[src/rtl/shift_issue.sv]
// Two-stage shift issue pipeline: decodes R-type shifts, drives an external barrel shifter
// from S1 and registers the result in S2. Define SHIFT_ISSUE_STATS_EN to add perf_count.
module shift_issue #(
  parameter bit RD_ZERO_SUPPRESS = 1'b1
) (
  input  logic        clk,
  input  logic        clrn,
  input  logic        flush,
  input  logic        in_valid,
  output logic        in_ready,
  input  logic [5:0]  in_funct,
  input  logic [4:0]  in_shamt,
  input  logic [31:0] in_rs,
  input  logic [31:0] in_rt,
  input  logic [4:0]  in_rd,
  output logic [31:0] sh_d,
  output logic [4:0]  sh_sa,
  output logic        sh_right,
  output logic        sh_arith,
  input  logic [31:0] sh_result,
  output logic        out_valid,
  input  logic        out_ready,
  output logic [31:0] out_data,
  output logic [4:0]  out_rd,
  output logic        out_wreg,
  output logic        out_illegal
`ifdef SHIFT_ISSUE_STATS_EN
  ,
  output logic [31:0] perf_count
`endif
);

  localparam logic [5:0] FnSll  = 6'b000000;
  localparam logic [5:0] FnSrl  = 6'b000010;
  localparam logic [5:0] FnSra  = 6'b000011;
  localparam logic [5:0] FnSllv = 6'b000100;
  localparam logic [5:0] FnSrlv = 6'b000110;
  localparam logic [5:0] FnSrav = 6'b000111;

  // Decode
  logic       dec_legal;
  logic       dec_var;
  logic       dec_right;
  logic       dec_arith;
  logic [4:0] dec_sa;
  logic       dec_wreg;

  always_comb begin
    dec_legal = 1'b1;
    dec_var   = 1'b0;
    dec_right = 1'b0;
    dec_arith = 1'b0;
    case (in_funct)
      FnSll:  ;
      FnSrl:  dec_right = 1'b1;
      FnSra:  begin
        dec_right = 1'b1;
        dec_arith = 1'b1;
      end
      FnSllv: dec_var = 1'b1;
      FnSrlv: begin
        dec_var   = 1'b1;
        dec_right = 1'b1;
      end
      FnSrav: begin
        dec_var   = 1'b1;
        dec_right = 1'b1;
        dec_arith = 1'b1;
      end
      default: dec_legal = 1'b0;
    endcase
  end

  assign dec_sa   = dec_var ? in_rs[4:0] : in_shamt;
  assign dec_wreg = dec_legal && !(RD_ZERO_SUPPRESS && (in_rd == 5'd0));

  // Only the low five bits of rs carry a shift amount.
  logic unused_rs;
  assign unused_rs = ^in_rs[31:5];

  // Handshake
  logic s1_valid_q, s1_valid_d;
  logic s2_valid_q, s2_valid_d;
  logic s1_adv;
  logic in_xfer;
  logic s2_xfer;
  logic retire;

  assign s1_adv   = !s2_valid_q || out_ready;
  assign in_ready = !s1_valid_q || s1_adv;
  assign in_xfer  = in_valid && in_ready;
  assign s2_xfer  = s1_valid_q && s1_adv;
  assign retire   = s2_valid_q && out_ready;

  // flush wins over any transfer happening in the same cycle.
  always_comb begin
    s1_valid_d = s1_valid_q;
    s2_valid_d = s2_valid_q;
    if (flush) begin
      s1_valid_d = 1'b0;
      s2_valid_d = 1'b0;
    end else begin
      if (in_ready) s1_valid_d = in_valid;
      if (s1_adv)   s2_valid_d = s1_valid_q;
    end
  end

  always_ff @(posedge clk or negedge clrn) begin
    if (!clrn) begin
      s1_valid_q <= 1'b0;
      s2_valid_q <= 1'b0;
    end else begin
      s1_valid_q <= s1_valid_d;
      s2_valid_q <= s2_valid_d;
    end
  end

  // S1: decoded operation, feeds the shifter directly
  logic [31:0] s1_d_q;
  logic [4:0]  s1_sa_q;
  logic        s1_right_q;
  logic        s1_arith_q;
  logic [4:0]  s1_rd_q;
  logic        s1_wreg_q;
  logic        s1_illegal_q;

  always_ff @(posedge clk or negedge clrn) begin
    if (!clrn) begin
      s1_d_q       <= '0;
      s1_sa_q      <= '0;
      s1_right_q   <= 1'b0;
      s1_arith_q   <= 1'b0;
      s1_rd_q      <= '0;
      s1_wreg_q    <= 1'b0;
      s1_illegal_q <= 1'b0;
    end else if (in_xfer && !flush) begin
      s1_d_q       <= in_rt;
      s1_sa_q      <= dec_sa;
      s1_right_q   <= dec_right;
      s1_arith_q   <= dec_arith;
      s1_rd_q      <= in_rd;
      s1_wreg_q    <= dec_wreg;
      s1_illegal_q <= !dec_legal;
    end
  end

  assign sh_d     = s1_d_q;
  assign sh_sa    = s1_sa_q;
  assign sh_right = s1_right_q;
  assign sh_arith = s1_arith_q;

  // S2: registered result, held while the consumer stalls
  logic [31:0] out_data_q;
  logic [4:0]  out_rd_q;
  logic        out_wreg_q;
  logic        out_illegal_q;

  always_ff @(posedge clk or negedge clrn) begin
    if (!clrn) begin
      out_data_q    <= '0;
      out_rd_q      <= '0;
      out_wreg_q    <= 1'b0;
      out_illegal_q <= 1'b0;
    end else if (s2_xfer && !flush) begin
      out_data_q    <= s1_illegal_q ? 32'd0 : sh_result;
      out_rd_q      <= s1_rd_q;
      out_wreg_q    <= s1_wreg_q;
      out_illegal_q <= s1_illegal_q;
    end
  end

  assign out_valid   = s2_valid_q;
  assign out_data    = out_data_q;
  assign out_rd      = out_rd_q;
  assign out_wreg    = out_wreg_q;
  assign out_illegal = out_illegal_q;

`ifdef SHIFT_ISSUE_STATS_EN
  // Saturating count of legal retirements; flush does not touch it.
  logic [31:0] perf_q;

  always_ff @(posedge clk or negedge clrn) begin
    if (!clrn) begin
      perf_q <= '0;
    end else if (retire && !out_illegal_q && (perf_q != 32'hFFFF_FFFF)) begin
      perf_q <= perf_q + 32'd1;
    end
  end

  assign perf_count = perf_q;
`else
  logic unused_retire;
  assign unused_retire = retire;
`endif

endmodule
[config.mk]
export PLATFORM = sky130hd
export DESIGN_NAME = shift_issue
export DESIGN_NICKNAME = d
export VERILOG_FILES = /design/src/rtl/shift_issue.sv
export SDC_FILE = /design/constraint.sdc
export NUM_CORES = 1
export LEC_CHECK = 0
export CORE_ASPECT_RATIO = 1.4
export CORE_MARGIN = 5
export CORE_UTILIZATION = 40
export CTS_CLUSTER_DIAMETER = 120
export CTS_CLUSTER_SIZE = 10
export DETAILED_ROUTE_END_ITERATION = 7
export HOLD_SLACK_MARGIN = 0.03
export PLACE_DENSITY = 0.9
export SYNTH_ARGS = -nofsm -noshare
export SYNTH_HDL_FRONTEND = slang
export SYNTH_SLANG_ARGS = --single-unit
[constraint.sdc]
create_clock -name clk -period 1.6 [get_ports clk]
set_input_delay 0.48 -clock clk [delete_from_list [all_inputs] [get_ports clk]]
set_output_delay 0.48 -clock clk [all_outputs]
set_load 0.05 [all_outputs]
==> out/metrics.cfg <==
[finish]
n_fill_cell=526
nets=564
area_delta_synth_final_pct=85.0
layout_commonest_cell=buf_12
drive_gt1_frac=0.440
final_cell_mix=87 x buf_12, 86 x dfrtp_1, 85 x clkdlybuf4s50_1, 34 x mux2_4, 34 x mux2_2
antenna_cells=0

[sta]
period_needed_ns=1.60
slew-limit-headroom=0.772
timing.fmax_mhz=624
finalHoldViolCount=0
finalSetupViolCount=1
skew_ns=0.00347
period_share=1.00
drv_slew=0
final.setup.tns_ns=-0.00334
worst_pin_slew_ns=0.342
setup_ws_ns=-0.00334
holdWs_ns=0.0458
rsz0062_at_grt=yes

[clocking]
clk_latency_ns=0.33
root_buffer=clkbuf_16
numClockSinks=87
cts_max_path_buffers=2
numCtsBuffers=9
ctsHoldBuffers=0
cts_tree=built
htreeDepth=3
clk_pin_slew_ns=0.06

[worst_hold_path]
hp-class=in -> async

[floorplanning]
rows=41
die_x_um=91.9
dieArea_mm2=0.0115
die_height_um=125
coreArea_mm2=0.00908
io_pins=197
start_util=0.414

[critical_path]
r2r_setup_slack_ns=0.03
reg2reg_to=sh_d[6]$_DFFE_PN0P_
worst_ep_arrival_time_ns=1.12
startpoint_type=register
r2r-start=out_valid$_DFFE_PN0P_
critPathCaptureType=primary output
worst_ep_required_time_ns=1.12
path_max_fanout=3
r2r_cells=6
worstSetupPathType=reg -> out

[routing]
route.met2.wl_mm=6.24
met3_length_um=670
ant_nets=0
top_layer=met4
wl_mm=10.7
dr.pass1.iters=4
wl_per_cell_um=19.1
drc_errors=0
m1WireLength_mm=3.67
viasPerCell=4.89
dr.first_iter.drc_count=65
vias=2736

[run]
max_cap_violations=0

[synth]
synth_top_area_share=0.580
async_flop_share=1.00
ys_seq_elements=87
synth_edf_count=0
syn_area_mm2=0.00375
syn_inst=256
syn_area_per_cell_um2=14.7
yosysSeqAreaShare=0.580
yosysUniqueCellTypes=25
synth_top_cell_by_area=dfrtp_1
synth.area.top_cells=dfrtp_1 58%, mux2_4 13%, mux2_2 10%
synth_warnings=0
synth_fp_nets=373
ys.flop_type=dfrtp_1

[global_route]
grt_pass1_wl_mm=16.6
antenna_found_initial=0
grtUsageTotal=0.187
grt_pass1_vias=3091
overflow=0
grt_start_max_net_pins=43

[power]
netSwitchingPower_mw=2.44
switching_share=0.308
vdd.ir_drop.worst_uv=1140
p_seq_frac=0.350
power_density_mw_per_mm2=1140
leakage_nw=3.10
p_int_mw=5.48
combPwrFrac=0.356
pwr-share-clk=0.295

[placement]
gp_routability_congestion=0.814
numPortBuffers=169
dp_hpwl_mm=8.22
place_ws_ns=-0.487

[outcome]
outcome=complete, but fails checks
violations=negative setup slack

## area by class of cell
class / instances / area (um^2) / share of cell area
timing repair buffer: 195 / 2790 / 0.402
sequential: 87 / 2180 / 0.314
multi-input combinational: 151 / 1490 / 0.214
clock buffer: 12 / 267 / 0.0384
tap: 107 / 134 / 0.0193
clock inverter: 4 / 76.3 / 0.0110
inverter: 3 / 11.3 / 0.00162
## kinds of logic after synthesis
logic type | share of synthesized area
AOI/OAI and AO/OA | 0.0327
buffers and inverters | 0.0330
DFF | 0.580
muxes | 0.267
and+or+nand+nor | 0.0876
## metrics by stage
step	cell area (um^2)	total power, mW	instances	util
finish	6950	7.92	559	0.765
global placement	6500	5.56	535	0.716
global route	6950	8.18	559	0.765
CTS	6880	7.99	554	0.757
detailed placement	6500	5.63	535	0.716
floorplan	3770	3.98	256	-
## power groups by stage
stage	Clock (mW)	Combinational (mW)	Sequential, mW
2_1_floorplan	0	0.448	3.54
3_3_place_gp	0	2.77	2.79
3_5_place_dp	0	2.82	2.81
4_1_cts	2.38	2.83	2.78
5_1_grt	2.47	2.91	2.81
6_report	2.33	2.82	2.77
## layer usage
metal  vias to the layer above  global-route usage
met4                         0              0.0586
met1                      1353               0.195
li1                       1274                   -
met5                         -                   0
met2                        99               0.355
met3                        10              0.0502
## what timing repair did
| action | CTS | global route |
|---|---|---|
| buffers inserted | 3 | 4 |
| resized for setup | 10 | 3 |
| hold endpoints to repair | 0 | 0 |
| pin swaps | 1 | 2 |
| endpoints found under the setup margin | 79 | 19 |
| gates cloned | 0 | 1 |
## worst max-delay path, cell delays in order (launching register included)
cell	delay, ns
dfrtp_2	0.41
nand3b_1	0.13
buf_6	0.13
buf_12	0.13
## registers in the layout (all words and copies together), names as in the netlist, 5 cells and up
signal and count:
sh_d 32, out_data 32, s1_rd_q 5, out_rd 5, sh_sa 5
## worst max-delay path by stage
stage | endpoint | depth (start not counted) | startpoint
3_5_place_dp | sh_d[3]$_DFFE_PN0P_ | 5 | flush
4_1_cts | in_ready | 3 | out_valid$_DFFE_PN0P_
2_1_floorplan | out_data[21]$_DFFE_PN0P_ | 5 | out_valid$_DFFE_PN0P_
3_3_place_gp | sh_d[3]$_DFFE_PN0P_ | 5 | flush
5_1_grt | in_ready | 3 | out_valid$_DFFE_PN0P_
6_report | in_ready | 3 | out_valid$_DFFE_PN0P_
## synthesized netlist by cell type (2+ instances only)
master / number
clkbuf_1: 4
dfrtp_1: 87
a31oi_1: 6
o31ai_1: 5
nor2_1: 3
mux2_2: 34
mux2_1: 11
nor3_1: 2
buf_4: 2
buf_2: 3
buf_6: 6
inv_1: 3
nor2b_1: 35
nand4_1: 6
mux2_4: 33
a21oi_1: 7
(Power assumes the default switching activity.)
